[config.mk]
export PLATFORM = sky130hd
export DESIGN_NAME = decode_queue_flat
export DESIGN_NICKNAME = d
export VERILOG_FILES = /design/src/rtl/decode_queue_pkg.sv /design/src/rtl/decode_queue_if.sv /design/src/rtl/decode_queue_inst_decode_core.sv /design/src/rtl/decode_queue.sv /design/src/flat_wrapper.sv
export SDC_FILE = /design/constraint.sdc
export NUM_CORES = 1
export LEC_CHECK = 0
export BUFFER_PORTS_ARGS = -buffer_cell sky130_fd_sc_hd__buf_2
export CORE_MARGIN = 4
export CORE_UTILIZATION = 45
export CTS_BUF_LIST = sky130_fd_sc_hd__clkbuf_4 sky130_fd_sc_hd__clkbuf_8
export CTS_CLUSTER_DIAMETER = 120
export DETAILED_ROUTE_END_ITERATION = 6
export PLACE_DENSITY = 0.74
export SLEW_MARGIN = 25
export SYNTH_ARGS = -nofsm -noshare
export SYNTH_HDL_FRONTEND = slang
export SYNTH_SLANG_ARGS = --single-unit
[constraint.sdc]
create_clock -name clk -period 4.9 [get_ports clk]
set_input_delay 0.735 -clock clk [delete_from_list [all_inputs] [get_ports clk]]
set_output_delay 0.735 -clock clk [all_outputs]
set_load 0.005 [all_outputs]
[src/rtl/decode_queue_pkg.sv]
`default_nettype none
// ============================================================================
//  Module      : decode_queue_pkg
//  Description : Opcode/function constants, operation enum and queue entry
//                type shared by the decode queue and its decoder core.
//  Revision    : 1.0 - initial release
// ============================================================================
package decode_queue_pkg;

    localparam logic [6:0] OPCODE_LUI    = 7'b0110111;
    localparam logic [6:0] OPCODE_AUIPC  = 7'b0010111;
    localparam logic [6:0] OPCODE_JAL    = 7'b1101111;
    localparam logic [6:0] OPCODE_JALR   = 7'b1100111;
    localparam logic [6:0] OPCODE_BRANCH = 7'b1100011;
    localparam logic [6:0] OPCODE_LOAD   = 7'b0000011;
    localparam logic [6:0] OPCODE_STORE  = 7'b0100011;
    localparam logic [6:0] OPCODE_OP_IMM = 7'b0010011;
    localparam logic [6:0] OPCODE_OP     = 7'b0110011;
    localparam logic [6:0] OPCODE_FENCE  = 7'b0001111;

    localparam logic [6:0] FUNC7_ZERO = 7'b0000000;
    localparam logic [6:0] FUNC7_ALT  = 7'b0100000;
    localparam logic [6:0] FUNC7_MUL  = 7'b0000001;

    typedef logic [4:0] reg_pos_t;

    typedef enum logic [5:0] {
        OPENUM_NOP,
        OPENUM_LUI, OPENUM_AUIPC, OPENUM_JAL, OPENUM_JALR,
        OPENUM_BEQ, OPENUM_BNE, OPENUM_BLT, OPENUM_BGE, OPENUM_BLTU, OPENUM_BGEU,
        OPENUM_LB, OPENUM_LH, OPENUM_LW, OPENUM_LBU, OPENUM_LHU,
        OPENUM_SB, OPENUM_SH, OPENUM_SW,
        OPENUM_ADDI, OPENUM_SLTI, OPENUM_SLTIU, OPENUM_XORI, OPENUM_ORI, OPENUM_ANDI,
        OPENUM_SLLI, OPENUM_SRLI, OPENUM_SRAI,
        OPENUM_ADD, OPENUM_SUB, OPENUM_SLL, OPENUM_SLT, OPENUM_SLTU,
        OPENUM_XOR, OPENUM_SRL, OPENUM_SRA, OPENUM_OR, OPENUM_AND,
        OPENUM_MUL, OPENUM_MULH, OPENUM_MULHSU, OPENUM_MULHU,
        OPENUM_DIV, OPENUM_DIVU, OPENUM_REM, OPENUM_REMU
    } openum_t;

    typedef struct packed {
        logic [31:0] pc;
        logic [31:0] inst;
    } entry_t;

endpackage
`default_nettype wire

[src/rtl/decode_queue_if.sv]
`default_nettype none
// ============================================================================
//  Module      : decode_queue_if
//  Description : Fetch-side push and issue-side pop handshakes of the queue.
//  Revision    : 1.0 - initial release
// ============================================================================
interface decode_queue_if;
    import decode_queue_pkg::*;

    logic        in_valid;
    logic [31:0] in_pc;
    logic [31:0] in_inst;
    logic        in_ready;

    logic        out_valid;
    logic        out_ready;
    logic [31:0] out_pc;
    openum_t     out_openum;
    reg_pos_t    out_rd;
    reg_pos_t    out_rs1;
    reg_pos_t    out_rs2;
    logic [31:0] out_imm;
    logic        out_illegal;

    modport master (
        output in_valid, in_pc, in_inst, out_ready,
        input  in_ready, out_valid, out_pc, out_openum, out_rd, out_rs1, out_rs2,
               out_imm, out_illegal
    );

    modport slave (
        input  in_valid, in_pc, in_inst, out_ready,
        output in_ready, out_valid, out_pc, out_openum, out_rd, out_rs1, out_rs2,
               out_imm, out_illegal
    );
endinterface
`default_nettype wire

[src/rtl/decode_queue_inst_decode_core.sv]
`default_nettype none
// ============================================================================
//  Module      : inst_decode_core
//  Description : Combinational RV32I(+M) decoder with illegal-encoding flag.
//  Revision    : 1.0 - initial release
// ============================================================================
module inst_decode_core
    import decode_queue_pkg::*;
#(
    parameter bit ENABLE_M = 1'b0
) (
    input  logic [31:0] i_inst,
    output openum_t     o_openum,
    output reg_pos_t    o_rd,
    output reg_pos_t    o_rs1,
    output reg_pos_t    o_rs2,
    output logic [31:0] o_imm,
    output logic        o_illegal
);
    logic [6:0] w_opcode;
    logic [2:0] w_func3;
    logic [6:0] w_func7;
    openum_t    w_op;
    reg_pos_t   w_rd;
    reg_pos_t   w_rs1;
    reg_pos_t   w_rs2;
    logic [31:0] w_imm;
    logic       w_illegal;

    assign w_opcode = i_inst[6:0];
    assign w_func3  = i_inst[14:12];
    assign w_func7  = i_inst[31:25];

    always_comb begin
        w_op      = OPENUM_NOP;
        w_rd      = i_inst[11:7];
        w_rs1     = i_inst[19:15];
        w_rs2     = 5'd0;
        w_imm     = 32'd0;
        w_illegal = 1'b0;
        case (w_opcode)
            OPCODE_LUI, OPCODE_AUIPC: begin
                w_op  = (w_opcode == OPCODE_LUI) ? OPENUM_LUI : OPENUM_AUIPC;
                w_rs1 = 5'd0;
                w_imm = {i_inst[31:12], 12'b0};
            end
            OPCODE_JAL: begin
                w_op  = OPENUM_JAL;
                w_rs1 = 5'd0;
                w_imm = {{11{i_inst[31]}}, i_inst[31], i_inst[19:12], i_inst[20], i_inst[30:21], 1'b0};
            end
            OPCODE_JALR: begin
                w_op      = OPENUM_JALR;
                w_imm     = {{20{i_inst[31]}}, i_inst[31:20]};
                w_illegal = (w_func3 != 3'd0);
            end
            OPCODE_LOAD: begin
                w_imm = {{20{i_inst[31]}}, i_inst[31:20]};
                case (w_func3)
                    3'd0:    w_op = OPENUM_LB;
                    3'd1:    w_op = OPENUM_LH;
                    3'd2:    w_op = OPENUM_LW;
                    3'd4:    w_op = OPENUM_LBU;
                    3'd5:    w_op = OPENUM_LHU;
                    default: w_illegal = 1'b1;
                endcase
            end
            OPCODE_STORE: begin
                w_rd  = 5'd0;
                w_rs2 = i_inst[24:20];
                w_imm = {{20{i_inst[31]}}, i_inst[31:25], i_inst[11:7]};
                case (w_func3)
                    3'd0:    w_op = OPENUM_SB;
                    3'd1:    w_op = OPENUM_SH;
                    3'd2:    w_op = OPENUM_SW;
                    default: w_illegal = 1'b1;
                endcase
            end
            OPCODE_BRANCH: begin
                w_rd  = 5'd0;
                w_rs2 = i_inst[24:20];
                w_imm = {{19{i_inst[31]}}, i_inst[31], i_inst[7], i_inst[30:25], i_inst[11:8], 1'b0};
                case (w_func3)
                    3'd0:    w_op = OPENUM_BEQ;
                    3'd1:    w_op = OPENUM_BNE;
                    3'd4:    w_op = OPENUM_BLT;
                    3'd5:    w_op = OPENUM_BGE;
                    3'd6:    w_op = OPENUM_BLTU;
                    3'd7:    w_op = OPENUM_BGEU;
                    default: w_illegal = 1'b1;
                endcase
            end
            OPCODE_OP_IMM: begin
                w_imm = {{20{i_inst[31]}}, i_inst[31:20]};
                case (w_func3)
                    3'd0: w_op = OPENUM_ADDI;
                    3'd2: w_op = OPENUM_SLTI;
                    3'd3: w_op = OPENUM_SLTIU;
                    3'd4: w_op = OPENUM_XORI;
                    3'd6: w_op = OPENUM_ORI;
                    3'd7: w_op = OPENUM_ANDI;
                    3'd1: begin
                        w_op      = OPENUM_SLLI;
                        w_imm     = {27'd0, i_inst[24:20]};
                        w_illegal = (w_func7 != FUNC7_ZERO);
                    end
                    default: begin
                        w_op      = (w_func7 == FUNC7_ALT) ? OPENUM_SRAI : OPENUM_SRLI;
                        w_imm     = {27'd0, i_inst[24:20]};
                        w_illegal = (w_func7 != FUNC7_ZERO) && (w_func7 != FUNC7_ALT);
                    end
                endcase
            end
            OPCODE_OP: begin
                w_rs2 = i_inst[24:20];
                if (w_func7 == FUNC7_ZERO) begin
                    case (w_func3)
                        3'd0:    w_op = OPENUM_ADD;
                        3'd1:    w_op = OPENUM_SLL;
                        3'd2:    w_op = OPENUM_SLT;
                        3'd3:    w_op = OPENUM_SLTU;
                        3'd4:    w_op = OPENUM_XOR;
                        3'd5:    w_op = OPENUM_SRL;
                        3'd6:    w_op = OPENUM_OR;
                        default: w_op = OPENUM_AND;
                    endcase
                end else if (w_func7 == FUNC7_ALT) begin
                    case (w_func3)
                        3'd0:    w_op = OPENUM_SUB;
                        3'd5:    w_op = OPENUM_SRA;
                        default: w_illegal = 1'b1;
                    endcase
                end else if ((w_func7 == FUNC7_MUL) && ENABLE_M) begin
                    case (w_func3)
                        3'd0:    w_op = OPENUM_MUL;
                        3'd1:    w_op = OPENUM_MULH;
                        3'd2:    w_op = OPENUM_MULHSU;
                        3'd3:    w_op = OPENUM_MULHU;
                        3'd4:    w_op = OPENUM_DIV;
                        3'd5:    w_op = OPENUM_DIVU;
                        3'd6:    w_op = OPENUM_REM;
                        default: w_op = OPENUM_REMU;
                    endcase
                end else begin
                    w_illegal = 1'b1;
                end
            end
            OPCODE_FENCE: begin
                w_rd  = 5'd0;
                w_rs1 = 5'd0;
            end
            default: w_illegal = 1'b1;
        endcase
    end

    // Illegal encodings leave no architectural footprint downstream.
    always_comb begin
        o_illegal = w_illegal;
        o_openum  = w_illegal ? OPENUM_NOP : w_op;
        o_rd      = w_illegal ? 5'd0 : w_rd;
        o_rs1     = w_illegal ? 5'd0 : w_rs1;
        o_rs2     = w_illegal ? 5'd0 : w_rs2;
        o_imm     = w_illegal ? 32'd0 : w_imm;
    end
endmodule
`default_nettype wire

[src/rtl/decode_queue.sv]
`default_nettype none
// ============================================================================
//  Module      : decode_queue
//  Description : Circular fetch buffer feeding a registered decoded-op stage
//                with flush and global stall.
//  Revision    : 1.0 - initial release
// ============================================================================
module decode_queue
    import decode_queue_pkg::*;
#(
    parameter int DEPTH    = 16,
    parameter int PTR_W    = 4,
    parameter bit ENABLE_M = 1'b0
) (
    input  logic           clk,
    input  logic           rst,
    input  logic           rdy,
    input  logic           flush,
    decode_queue_if.slave  bus
);
    localparam logic [PTR_W:0]   C_FULL_COUNT = (PTR_W + 1)'(DEPTH);
    localparam logic [PTR_W:0]   C_CNT_ONE    = (PTR_W + 1)'(1);
    localparam logic [PTR_W-1:0] C_PTR_ONE    = PTR_W'(1);

    entry_t             mem_q [DEPTH];
    logic [PTR_W-1:0]   head_q, head_d, tail_q, tail_d;
    logic [PTR_W:0]     count_q, count_d;
    logic               out_valid_q, out_valid_d;
    logic [31:0]        out_pc_q, out_pc_d;
    openum_t            out_openum_q, out_openum_d;
    reg_pos_t           out_rd_q, out_rd_d, out_rs1_q, out_rs1_d, out_rs2_q, out_rs2_d;
    logic [31:0]        out_imm_q, out_imm_d;
    logic               out_illegal_q, out_illegal_d;

    entry_t             w_head_entry;
    logic               w_in_ready, w_push, w_pop;
    openum_t            w_dec_openum;
    reg_pos_t           w_dec_rd, w_dec_rs1, w_dec_rs2;
    logic [31:0]        w_dec_imm;
    logic               w_dec_illegal;

    // in_ready looks only at the registered count: a full queue never
    // accepts, even when the head is popped in the same cycle.
    assign w_in_ready   = (count_q != C_FULL_COUNT) && !flush;
    assign w_push       = bus.in_valid && w_in_ready && rdy;
    assign w_pop        = rdy && (count_q != '0) && (!out_valid_q || bus.out_ready);
    assign w_head_entry = mem_q[head_q];

    inst_decode_core #(
        .ENABLE_M (ENABLE_M)
    ) u_core (
        .i_inst    (w_head_entry.inst),
        .o_openum  (w_dec_openum),
        .o_rd      (w_dec_rd),
        .o_rs1     (w_dec_rs1),
        .o_rs2     (w_dec_rs2),
        .o_imm     (w_dec_imm),
        .o_illegal (w_dec_illegal)
    );

    always_comb begin
        head_d        = head_q;
        tail_d        = tail_q;
        count_d       = count_q;
        out_valid_d   = out_valid_q;
        out_pc_d      = out_pc_q;
        out_openum_d  = out_openum_q;
        out_rd_d      = out_rd_q;
        out_rs1_d     = out_rs1_q;
        out_rs2_d     = out_rs2_q;
        out_imm_d     = out_imm_q;
        out_illegal_d = out_illegal_q;
        if (flush) begin
            head_d      = '0;
            tail_d      = '0;
            count_d     = '0;
            out_valid_d = 1'b0;
        end else begin
            if (w_push) begin
                tail_d = tail_q + C_PTR_ONE;
            end
            if (w_pop) begin
                head_d        = head_q + C_PTR_ONE;
                out_valid_d   = 1'b1;
                out_pc_d      = w_head_entry.pc;
                out_openum_d  = w_dec_openum;
                out_rd_d      = w_dec_rd;
                out_rs1_d     = w_dec_rs1;
                out_rs2_d     = w_dec_rs2;
                out_imm_d     = w_dec_imm;
                out_illegal_d = w_dec_illegal;
            end else if (rdy && bus.out_ready) begin
                out_valid_d = 1'b0;
            end
            case ({w_push, w_pop})
                2'b10:   count_d = count_q + C_CNT_ONE;
                2'b01:   count_d = count_q - C_CNT_ONE;
                default: count_d = count_q;
            endcase
        end
    end

    always_ff @(posedge clk) begin
        if (rst) begin
            head_q        <= '0;
            tail_q        <= '0;
            count_q       <= '0;
            out_valid_q   <= 1'b0;
            out_pc_q      <= 32'd0;
            out_openum_q  <= OPENUM_NOP;
            out_rd_q      <= 5'd0;
            out_rs1_q     <= 5'd0;
            out_rs2_q     <= 5'd0;
            out_imm_q     <= 32'd0;
            out_illegal_q <= 1'b0;
        end else begin
            head_q        <= head_d;
            tail_q        <= tail_d;
            count_q       <= count_d;
            out_valid_q   <= out_valid_d;
            out_pc_q      <= out_pc_d;
            out_openum_q  <= out_openum_d;
            out_rd_q      <= out_rd_d;
            out_rs1_q     <= out_rs1_d;
            out_rs2_q     <= out_rs2_d;
            out_imm_q     <= out_imm_d;
            out_illegal_q <= out_illegal_d;
        end
    end

    // Storage array carries no reset; occupancy is governed by the pointers.
    always_ff @(posedge clk) begin
        if (w_push && !rst) begin
            mem_q[tail_q] <= '{pc: bus.in_pc, inst: bus.in_inst};
        end
    end

    assign bus.in_ready    = w_in_ready;
    assign bus.out_valid   = out_valid_q;
    assign bus.out_pc      = out_pc_q;
    assign bus.out_openum  = out_openum_q;
    assign bus.out_rd      = out_rd_q;
    assign bus.out_rs1     = out_rs1_q;
    assign bus.out_rs2     = out_rs2_q;
    assign bus.out_imm     = out_imm_q;
    assign bus.out_illegal = out_illegal_q;
endmodule
`default_nettype wire
[src/flat_wrapper.sv]
// flat-port wrapper written by rule: the top's interface ports become plain ports
module decode_queue_flat import decode_queue_pkg::*;
#(
    parameter int DEPTH    = 16,
    parameter int PTR_W    = 4,
    parameter bit ENABLE_M = 1'b0
)
  (clk, rst, rdy, flush, bus_in_valid, bus_in_pc, bus_in_inst, bus_out_ready, bus_in_ready, bus_out_valid, bus_out_pc, bus_out_openum, bus_out_rd, bus_out_rs1, bus_out_rs2, bus_out_imm, bus_out_illegal);
  decode_queue_if bus_i ();
  input  logic clk;
  input  logic rst;
  input  logic rdy;
  input  logic flush;
  input wire logic [$bits(bus_i.in_valid)-1:0] bus_in_valid;
  input wire logic [$bits(bus_i.in_pc)-1:0] bus_in_pc;
  input wire logic [$bits(bus_i.in_inst)-1:0] bus_in_inst;
  input wire logic [$bits(bus_i.out_ready)-1:0] bus_out_ready;
  output wire logic [$bits(bus_i.in_ready)-1:0] bus_in_ready;
  output wire logic [$bits(bus_i.out_valid)-1:0] bus_out_valid;
  output wire logic [$bits(bus_i.out_pc)-1:0] bus_out_pc;
  output wire logic [$bits(bus_i.out_openum)-1:0] bus_out_openum;
  output wire logic [$bits(bus_i.out_rd)-1:0] bus_out_rd;
  output wire logic [$bits(bus_i.out_rs1)-1:0] bus_out_rs1;
  output wire logic [$bits(bus_i.out_rs2)-1:0] bus_out_rs2;
  output wire logic [$bits(bus_i.out_imm)-1:0] bus_out_imm;
  output wire logic [$bits(bus_i.out_illegal)-1:0] bus_out_illegal;
  assign bus_i.in_valid = bus_in_valid;
  assign bus_i.in_pc = bus_in_pc;
  assign bus_i.in_inst = bus_in_inst;
  assign bus_i.out_ready = bus_out_ready;
  assign bus_in_ready = bus_i.in_ready;
  assign bus_out_valid = bus_i.out_valid;
  assign bus_out_pc = bus_i.out_pc;
  assign bus_out_openum = bus_i.out_openum;
  assign bus_out_rd = bus_i.out_rd;
  assign bus_out_rs1 = bus_i.out_rs1;
  assign bus_out_rs2 = bus_i.out_rs2;
  assign bus_out_imm = bus_i.out_imm;
  assign bus_out_illegal = bus_i.out_illegal;
  decode_queue #(.DEPTH(DEPTH), .PTR_W(PTR_W), .ENABLE_M(ENABLE_M)) u_core (.clk(clk), .rst(rst), .rdy(rdy), .flush(flush), .bus(bus_i));
endmodule
; Yosys cells after proc, flatten, opt, wreduce, memory -nomap -nowiden
; Memories as Yosys holds them, arrays and structs flattened. A register that Yosys moved wholly into a read port is not among the register bits.
; Index checks and enable logic that the tools add are counted.
[classes]
n_bitwise = 1
reduce_logical = 31
n_addsub = 4
eq_ne = 22
n_mux = 36
[ops]
columns = operator, count
row1 = $pmux W32 S6, 1
row2 = $mux W32, 2
row3 = $pmux W6 S8, 1
row4 = $pmux W6 S7, 1
row5 = $mux W5, 6
row6 = $eq A7 B6 Y1 const B, 4
row7 = $pmux W4 S7, 1
row8 = $pmux W4 S6, 1
row9 = $eq A7 B7 Y1 const B, 3
row10 = $pmux W4 S5, 1
row11 = $mux W6, 3
row12 = $pmux W5 S3, 1
row13 = $eq A7 B5 Y1 const B, 2
row14 = $eq A3 B3 Y1 const B, 4
row15 = $pmux W6 S2, 1
row16 = $reduce_or A6 Y1, 2
row17 = $mux W1, 11
row18 = $pmux W5 S2, 1
row19 = $reduce_or A3 Y1, 3
row20 = $add A4 B1 Y4 const B, 2
row21 = $logic_and A1 B1 Y1, 8
row22 = $mux W4, 2
row23 = $reduce_or A2 Y1, 4
row24 = $eq A7 B2 Y1 const B, 1
row25 = other kinds (24), 28
[word_totals]
ram_bits = 1024
word_cells = 106
reg_bits = 100
mem_count = 1
[memory_table]
columns = name, words, word_bits, rd, rd_ports_with_merged_regs, wr, line
row1 = u_core.mem_q, 16, 64, 1, 1, 1, decode_queue.sv:25  ; entry_t mem_q [DEPTH];

; Logic depth before layout (Yosys ltp)
; Gate-level depths: netlist of the first run.
[logic_depth]
word_depth = 7
ltp_mapped = 15
mapped_depth_nobuf = 14

; Cells and area by module
; A second synthesis of the first run with hierarchy kept.
[hier_totals]
hier_cells = 2156
area_unflattened_um2 = 44086.0
[modules_own_cells]
columns = module, area_each_um2, seq_area_each_um2, n_inst, cells_each
row1 = decode_queue, 42535.8, 32831.5, 1, 1917
row2 = inst_decode_core, 1550.2, 0.0, 1, 239

; Worst setup path after synthesis of the first run
; OpenSTA, ideal clock, no wires.
[synth_timing]
path_type = in2reg
from = input flush
to = memory u_core.mem_q[0][0] (netlist name), enable pin
n_path_buf = 1
t_arrival_ns = 4.416
stages = 6
setup_slack_ns = -0.003
setup_time_ns = 0.486
path_cell_list = nor2_1 > and3_1 > clkbuf_1 > inv_1 > or3_1 > nor2_1
[synth_via]
elab_chain_cells = 7
[synth_rtl]
columns = item, line
row1 = from (decl), flat_wrapper.sv:13  ; input logic flush;
row2 = $logic_not A1 Y1, decode_queue.sv:44  ; assign w_in_ready = (count_q != C_FULL_COUNT) && !flush;
row3 = $logic_and A1 B1 Y1, decode_queue.sv:44
row4 = $logic_and A1 B1 Y1 (2 in series), decode_queue.sv:45  ; assign w_push = bus.in_valid && w_in_ready && rdy;
row5 = $logic_and A1 B1 Y1, decode_queue.sv:133  ; if (w_push && !rst) begin
row6 = $mux W1, decode_queue.sv:133
row7 = $mux W1 (implied by the code), decode_queue.sv:134  ; mem_q[tail_q] <= '{pc: bus.in_pc, inst: bus.in_inst};
row8 = to (decl), decode_queue.sv:25
; No other way between the ends.

==> results of run 1 <==
[cell type report]
| class | instances | share of cell area |
|---|---|---|
| Sequential cell | 1128 | 0.664 |
| Clock buffer | 239 | 0.0587 |
| Timing Repair Buffer | 229 | 0.0326 |
| Antenna cell | 11 | 0.000556 |
| Inverter | 15 | 0.00119 |
| Clock inverter | 69 | 0.00973 |
| Multi-Input combinational cell | 862 | 0.202 |
| Tap cell | 1265 | 0.0320 |
[sequential cells by signal, summed over array words and instances (netlist names), named ones only]
name and count:
u_core.mem_q 1024, u_core.bus.out_valid 1, u_core.tail_q 4, u_core.bus.out_rd 5
u_core.bus.out_illegal 1, u_core.bus.out_imm 32, u_core.head_q 4, u_core.bus.out_rs1 5
u_core.bus.out_rs2 5, u_core.bus.out_openum 6, u_core.bus.out_pc 32, u_core.count_q 5
[per-layer routing]
metal | GRT usage | vias to the layer above
li1 | - | 9383
met1 | 0.280 | 11800
met2 | 0.316 | 1139
met3 | 0.0571 | 222
met4 | 0.0762 | 14
met5 | 0 | -
[kinds of logic (layout without fill, tap and decap cells)]
logic type	Yosys count	after routing	share of synthesized area
AND/OR/NAND/NOR	307	307	0.0327
multiplexers	316	316	0.155
XOR/XNOR	13	13	0.00263
flip-flops	1128	1128	0.759
AO/OA/AOI/OAI	216	216	0.0342
adder cells (fa/ha/maj)	10	10	0.00306
buffers and inverters	129	552	0.0140
other	0	11	0
[cells in the final DEF, fill, tap and decap left out, types with 7 or more instances in the layout]
cell	instances
nor2_1	46
nor2_4	18
diode_2	11
or3_1	7
dfxtp_1	101
buf_4	49
inv_1	14
mux2i_1	30
o21ai_0	23
nand2_1	151
xor2_1	7
a22o_1	10
nand3_1	25
buf_12	21
clkbuf_4	61
clkinv_2	16
o211ai_1	8
o21ai_2	20
edfxtp_1	1024
buf_2	157
a22oi_1	13
a221oi_1	12
clkbuf_8	178
nand4_1	11
mux4_2	283
nor2b_1	9
ha_1	9
clkinv_1	33
a21oi_1	80
a32o_1	18
[critical path: stages, from the launching register on]
cell and delay (ps):
dfxtp_4 740, buf_4 510, mux4_2 570, nand3_1 140, and4_1 320, nor2_1 150, a22oi_1 200, nor4_1 60
or3_1 490, nor4_4 830, a32o_1 280
[per-stage QoR]
stage | setup slack, ps | utilization
3_3_place_gp | 631 | 0.484
5_1_grt | 255 | 0.520
2_1_floorplan | -2.73 | -
4_1_cts | 506 | 0.520
6_report | 483 | 0.520
3_5_place_dp | 536 | 0.484
[report_power, final]
| part | internal (mW) | leakage, nW | switching (mW) | total, mW |
|---|---|---|---|---|
| sequential | 10.5 | 10.0 | 0.00652 | 10.5 |
| clock | 3.96 | 1.80 | 3.63 | 7.59 |
| combinational | 0.0818 | 3.72 | 0.210 | 0.291 |
[worst max path at each step]
stage | cells after the start | slack, ps | to | start
6_report | 10 | 480 | u_core.bus.out_rd[0] | register
5_1_grt | 10 | 250 | u_core.bus.out_rd[0] | register
4_1_cts | 10 | 510 | u_core.bus.out_rs1[1] | register
3_5_place_dp | 10 | 540 | u_core.bus.out_rs1[1] | register
3_3_place_gp | 10 | 630 | u_core.bus.out_rs1[0] | register
2_1_floorplan | 6 | -3 | u_core.mem_q[0][0] | flush
==> flow_metrics.env, run 1 <==
export IMPL_port_buffers=157
export IMPL_synth_most_common_cell="edfxtp_1"
export IMPL_clockRootBuffer="clkbuf_8"
export IMPL_drc=2
export IMPL_finalWirelength_um=104000
export IMPL_overflow=0
export IMPL_fmax_mhz=226
export IMPL_critPathLaunchType="register"
export IMPL_num_vias=22500
export IMPL_status="finished with violations"
export IMPL_viasPerCell=5.90
export IMPL_cts_setup_buffers=0
export IMPL_fin_nets=2488
export IMPL_grt_max_degree=68
export IMPL_arrival_ps=5150
export IMPL_grt_use_total=0.204
export IMPL_yosysSeqAreaShare=0.759
export IMPL_power_leakage_nw=15.6
export IMPL_seqCellArea_um2=32800
export IMPL_grt_pass1_wl_um=153000
export IMPL_crit_type="register to register"
export IMPL_synth_top_flop_cell="edfxtp_1"
export IMPL_peakVddDrop_v=0.000241
export IMPL_drt_wirelength_per_cell_um=27.2
export IMPL_place_gp_congestion=0.883
export IMPL_power_density_nw_per_um2=371
export IMPL_nFillCells=7265
export IMPL_synth_top_area_cell="edfxtp_1"
export IMPL_rsz0062_at_grt="false"
export IMPL_wl_met1_um=41400
export IMPL_drtIter0Drc=2759
export IMPL_final_hold_viol_count=0
export IMPL_whs_path_depth=4
export IMPL_synth_cell_types=64
export IMPL_htree_levels=4
export IMPL_relSlewSlack=0.300
export IMPL_synth_top_area_share=0.710
export IMPL_post_place_cells=3498
export IMPL_syn_inst=2119
export IMPL_hold_ws_ps=235
export IMPL_worstPathRequired_ps=5630
export IMPL_fin_cells=3818
export IMPL_routed_wl_met2_um=49300
export IMPL_stdcell_area_um2=49500
export IMPL_grt_pass1_vias=23100
export IMPL_synthesis_nets=2199
export IMPL_violations="design-rule violations"
export IMPL_ys_async_sr_fraction=0
export IMPL_yosys_top_cells_count="edfxtp_1 (1024), mux4_2 (283), nand2_1 (151), dfxtp_1 (104), a21oi_1 (80)"
export IMPL_die_w_um=318
export IMPL_max_clock_path_buffers=3
export IMPL_ys_top_cells_by_area="edfxtp_1 (71%), mux4_2 (15%), dfxtp_1 (4.8%), nand2_1 (1.3%), a21oi_1 (0.93%)"
export IMPL_cts_sinks=1128
export IMPL_finalSetupTns_ps=0
export IMPL_syn2layout_area_growth_pct=14.4
export IMPL_hold_path_end="u_core.bus.out_valid"
export IMPL_first_pass_iters=7
export IMPL_maxSlewViolCount=0
export IMPL_antenna_found_initial=22
export IMPL_hpwl_um=60400
export IMPL_hold_class="input port to register"
export IMPL_die_h_um=318
export IMPL_reg2reg_slack_ps=480
export IMPL_worstSetupEndpointType="register"
export IMPL_top_layer_used="met5"
export IMPL_synth_warnings=0
export IMPL_synth_edf_count=1024
export IMPL_r2r_end="u_core.bus.out_rd[0]"
export IMPL_cts_clk_slew_worst_paths_ps=70
export IMPL_place_area_um2=46100
export IMPL_drive_gt1_frac=0.332
export IMPL_power_total_mw=18.4
export IMPL_wl_met3_um=9830
export IMPL_syn_avg_cell_area_um2=20.4
export IMPL_period_minus_slack_ps=4420
export IMPL_drtAntennaViolNets=0
export IMPL_r2r_cells=10
export IMPL_cts_resized=0
export IMPL_ios=158
export IMPL_cts_buffers_inserted=172
export IMPL_ys_seq_elements=1128
export IMPL_cts_hold_buf=0
export IMPL_core_area_um2=95200
export IMPL_cap_violations=0
export IMPL_max_slew_worst_pin_slew_ps=1050
export IMPL_die_area_um2=101000
export IMPL_crit_fanout=42
export IMPL_start_util=0.455
export IMPL_skew_ps=56.8
export IMPL_rows=113
export IMPL_clk_latency_ps=850
export IMPL_cts_tree="built"
export IMPL_multi_input_area_um2=9980
export IMPL_finalCritPeriodShare=0.901
export IMPL_hold_path_startpoint="bus_out_ready"
export IMPL_finalSetupViolCount=0
export IMPL_synth_area_um2=43300
Note: power is estimated with default switching activity, not from simulation.
==> run 2, diff against run 1 <==
RECOVER_POWER = 50   (was not set)
==> flow_metrics.env, run 2 (synthesis results as in run 1) <==
export IMPL_status="complete, no violations"
export IMPL_grt_pass1_wl_um=153000
export IMPL_power_leakage_nw=15.1
export IMPL_cts_setup_buffers=0
export IMPL_syn2layout_area_growth_pct=14.0
export IMPL_num_vias=22500
export IMPL_htree_levels=4
export IMPL_arrival_ps=5130
export IMPL_grt_max_degree=68
export IMPL_peakVddDrop_v=0.000239
export IMPL_finalWirelength_um=104000
export IMPL_cts_hold_buf=0
export IMPL_finalSetupTns_ps=0
export IMPL_antenna_found_initial=19
export IMPL_core_area_um2=95200
export IMPL_maxSlewViolCount=0
export IMPL_place_gp_congestion=0.883
export IMPL_power_density_nw_per_um2=373
export IMPL_die_h_um=318
export IMPL_largest_register="u_core.mem_q"
export IMPL_post_place_cells=3498
export IMPL_finalCritPeriodShare=0.899
export IMPL_drtAntennaViolNets=0
export IMPL_crit_type="register to register"
export IMPL_drtIter0Drc=2840
export IMPL_grt_use_total=0.204
export IMPL_max_clock_path_buffers=3
export IMPL_rows=113
export IMPL_drt_wirelength_per_cell_um=27.2
export IMPL_drc=0
export IMPL_seqPwrFrac=0.571
export IMPL_worstSetupEndpointType="register"
export IMPL_drive_gt1_frac=0.281
export IMPL_largest_reg_flops=1024
export IMPL_clockRootBuffer="clkbuf_8"
export IMPL_cts_resized=0
export IMPL_skew_ps=55.4
export IMPL_hold_class="input port to register"
export IMPL_clk_latency_ps=850
export IMPL_power_switching_mw=3.86
export IMPL_rsz0062_at_grt="false"
export IMPL_max_slew_worst_pin_slew_ps=1040
export IMPL_finalSetupViolCount=0
export IMPL_p_sw_frac=0.210
export IMPL_fmax_mhz=227
export IMPL_mostFrequentLayoutCell="edfxtp_1"
export IMPL_intPower_mw=14.5
export IMPL_period_minus_slack_ps=4400
export IMPL_fin_cells=3817
export IMPL_cts_tree="built"
export IMPL_port_buffers=157
export IMPL_cap_violations=0
export IMPL_cts_sinks=1128
export IMPL_clkPwrFrac=0.413
export IMPL_ios=158
export IMPL_start_util=0.455
export IMPL_cts_clk_slew_worst_paths_ps=60
export IMPL_hpwl_um=60400
export IMPL_power_frac_comb=0.015
export IMPL_viasPerCell=5.89
export IMPL_final_hold_viol_count=0
export IMPL_cts_buffers_inserted=172
export IMPL_place_area_um2=46100
export IMPL_die_area_um2=101000
export IMPL_overflow=0
export IMPL_stdcell_area_um2=49300
export IMPL_worstPathRequired_ps=5630
export IMPL_die_w_um=318
export IMPL_critPathLaunchType="register"
export IMPL_nFillCells=7305
export IMPL_relSlewSlack=0.305
export IMPL_fin_util=0.518
export IMPL_first_pass_iters=5
export IMPL_final_cell_mix="edfxtp_1 (1024), mux4_2 (283), clkbuf_8 (178)"
export IMPL_fin_nets=2488
export IMPL_grt_pass1_vias=23100
export IMPL_hold_path_startpoint="bus_out_ready"
export IMPL_crit_fanout=42
export IMPL_hold_ws_ps=238
[run 2: final timing paths]
check,slack [ps],cells after the start,endpoint
worst max-delay path,500,10,u_core.bus.out_rd[0]
worst min-delay path,240,4,u_core.bus.out_valid
worst max register to register,500,10,u_core.bus.out_rd[0]
worst min register to register,450,2,u_core.bus.out_pc[30]
[run 2: final cells by class]
| class | instances | area, µm² | area share |
|---|---|---|---|
| Antenna cell | 10 | 25.0 | 0.000507 |
| Clock buffer | 239 | 2910 | 0.0589 |
| Clock inverter | 69 | 482 | 0.00976 |
| Inverter | 15 | 58.8 | 0.00119 |
| Multi-Input combinational cell | 862 | 9980 | 0.202 |
| Sequential cell | 1128 | 32800 | 0.666 |
| Tap cell | 1265 | 1580 | 0.0321 |
| Timing Repair Buffer | 229 | 1450 | 0.0294 |
[run 2: worst max-delay path, cell delays in order (launching register included)]
cell     delay [ps]
dfxtp_4         740
buf_4           510
mux4_2          570
nand3_1         130
and4_1          320
nor2_1          150
a22oi_1         200
nor4_1           60
or3_1           490
nor4_4          830
a32o_1          280
[run 2: layer usage]
metal  vias to the layer above  share of wire  GRT usage
li1                       9383              -          -
met1                     11800           0.40      0.280
met2                      1108           0.47      0.316
met3                       219          0.095     0.0571
met4                        12          0.032     0.0762
met5                         -        0.00079          0
[run 2: stage by stage]
stage	total power [mW]	worst slack, ps
2_1_floorplan	10.8	-2.73
3_3_place_gp	11.0	631
3_5_place_dp	11.0	536
4_1_cts	18.5	506
5_1_grt	19.0	255
6_report	18.4	497
[run 2: power groups by stage]
stage	Clock (mW)	Combinational, mW	Sequential [mW]
floorplan	0	0.109	10.7
global placement	0	0.269	10.7
CTS	7.74	0.288	10.5
global route	8.22	0.309	10.5
finish	7.60	0.283	10.5
detailed placement	0	0.288	10.7
==> run 3, diff against run 2 <==
GPL_TIMING_DRIVEN = 0   (was not set)
==> flow_metrics.env, run 3 (synthesis results as in run 1) <==
export IMPL_power_density_nw_per_um2=365
export IMPL_cts_resized=0
export IMPL_largest_register="u_core.mem_q"
export IMPL_power_total_mw=18.6
export IMPL_dp_slack_ps=129
export IMPL_arrival_ps=5440
export IMPL_worstSetupEndpointType="register"
export IMPL_intPower_mw=14.8
export IMPL_htree_levels=4
export IMPL_grt_use_total=0.221
export IMPL_power_frac_comb=0.016
export IMPL_clockRootBuffer="clkbuf_8"
export IMPL_max_clock_path_buffers=3
export IMPL_cts_buffers_inserted=171
export IMPL_syn2layout_area_growth_pct=17.5
export IMPL_drc=0
export IMPL_skew_ps=32.4
export IMPL_r2r_cells=12
export IMPL_final_cell_mix="edfxtp_1 (1024), mux4_2 (283), clkbuf_8 (197)"
export IMPL_num_vias=23400
export IMPL_viasPerCell=5.95
export IMPL_drt_wirelength_per_cell_um=28.7
export IMPL_cp_common_cell="buf_2"
export IMPL_mostFrequentLayoutCell="edfxtp_1"
export IMPL_ios=158
export IMPL_clkPwrFrac=0.419
export IMPL_power_leakage_nw=15.8
export IMPL_reg2reg_slack_ps=210
export IMPL_power_switching_mw=3.76
export IMPL_worstPathCellList="buf_2 > buf_2 > buf_2 > mux4_2 > o21ai_0 > nand2_1 > nor2_1 > a211oi_1 > or3_1 > buf_2 > nor4_2 > a22o_1"
export IMPL_cts_tree="built"
export IMPL_die_area_um2=101000
export IMPL_drtAntennaViolNets=0
export IMPL_fin_util=0.535
export IMPL_cts_sinks=1128
export IMPL_drive_gt1_frac=0.290
export IMPL_period_minus_slack_ps=4690
export IMPL_rows=113
export IMPL_die_w_um=318
export IMPL_die_h_um=318
export IMPL_cts_setup_buffers=0
export IMPL_drtIter0Drc=2930
export IMPL_critPathLaunchType="register"
export IMPL_peakVddDrop_v=0.000299
export IMPL_core_area_um2=95200
export IMPL_hpwl_um=74400
export IMPL_rsz0062_at_grt="false"
export IMPL_finalWirelength_um=113000
export IMPL_cap_violations=0
export IMPL_setup_ws_ps=214
export IMPL_overflow=0
export IMPL_seqPwrFrac=0.565
export IMPL_first_pass_iters=6
export IMPL_stdcell_area_um2=50900
export IMPL_worstPathRequired_ps=5650
export IMPL_cpPeakStageDelay_ps=780
export IMPL_status="complete, no violations"
export IMPL_hold_class="input port to register"
export IMPL_antenna_found_initial=20
export IMPL_nFillCells=7131
export IMPL_largest_reg_flops=1024
export IMPL_cpMaxStageDelayCell="nor4_2"
export IMPL_clk_latency_ps=830
export IMPL_cts_clk_slew_worst_paths_ps=60
export IMPL_maxSlewViolCount=0
export IMPL_place_gp_congestion=0.868
export IMPL_crit_fanout=10
export IMPL_finalSetupTns_ps=0
export IMPL_port_buffers=157
export IMPL_fin_nets=2599
export IMPL_start_util=0.455
export IMPL_max_slew_worst_pin_slew_ps=1080
export IMPL_crit_type="register to register"
export IMPL_grt_max_degree=18
export IMPL_relSlewSlack=0.273
export IMPL_place_area_um2=47500
export IMPL_whs_path_depth=4
export IMPL_p_sw_frac=0.202
export IMPL_grt_pass1_wl_um=163000
export IMPL_grt_pass1_vias=23900
export IMPL_finalCritPeriodShare=0.956
export IMPL_final_hold_viol_count=0
export IMPL_cts_hold_buf=0
export IMPL_finalSetupViolCount=0
export IMPL_fmax_mhz=213
-- run 3: cell types whose count changed in the layout (fill, tap and decap cells not counted), sizes merged --
cell | previous run | this run
clkinv | 50 | 34
inv | 29 | 23
diode | 10 | 13
buf | 102 | 154
clkbuf | 366 | 447
clkinvlp | 4 | 2
bufinv | 1 | 2
-- run 3: worst max-delay path: cells and delay by family, from the launching register on --
| kind | cells | cell delay (ps) |
|---|---|---|
| multiplexers | 1 | 370 |
| AND/OR/NAND/NOR | 4 | 1680 |
| buffers and inverters | 4 | 1230 |
| flip-flops | 1 | 370 |
| AO/OA/AOI/OAI | 3 | 930 |
-- run 3: area by class of cell --
cell class | instances | area (µm²) | share of cell area
flip-flops and latches | 1128 | 32800 | 0.646
multi-input cells | 862 | 9980 | 0.196
clock buffers | 260 | 3180 | 0.0626
repair buffers | 227 | 2320 | 0.0456
well taps | 1265 | 1580 | 0.0311
plain buffers | 114 | 571 | 0.0112
clock inverters | 46 | 303 | 0.00595
inverters | 15 | 56.3 | 0.00111
diodes | 13 | 32.5 | 0.000640
-- run 3: power groups by stage --
stage	sequential, mW	combinational [mW]	clock (mW)
after floorplan	10.7	0.109	0
after global placement	10.7	0.269	0
after detailed placement	10.7	0.301	0
after global routing	10.5	0.319	8.37
final	10.5	0.296	7.79
after CTS	10.5	0.302	7.89
-- run 3: per-layer routing --
metal,global-route usage,share of wire,vias up
met3,0.0550,0.10,220
met5,0,0.00060,-
li1,-,-,9620
met2,0.360,0.49,1350
met4,0.0672,0.026,10
met1,0.298,0.38,12200
-- run 3: worst paths after layout --
check / from / end
setup reg to reg: register / u_core.bus.out_rs2[0]
hold / removal: bus_out_ready / u_core.bus.out_valid
setup / recovery: register / u_core.bus.out_rs2[0]
hold reg to reg: u_core.bus.out_imm[20] / u_core.bus.out_imm[20]
-- run 3: per-stage QoR --
step           hold WS [ps]  cells
2_1_floorplan           448   2119
3_3_place_gp            438   3541
3_5_place_dp            444   3611
4_1_cts                 155   3917
5_1_grt                 229   3919
6_report                217   3930
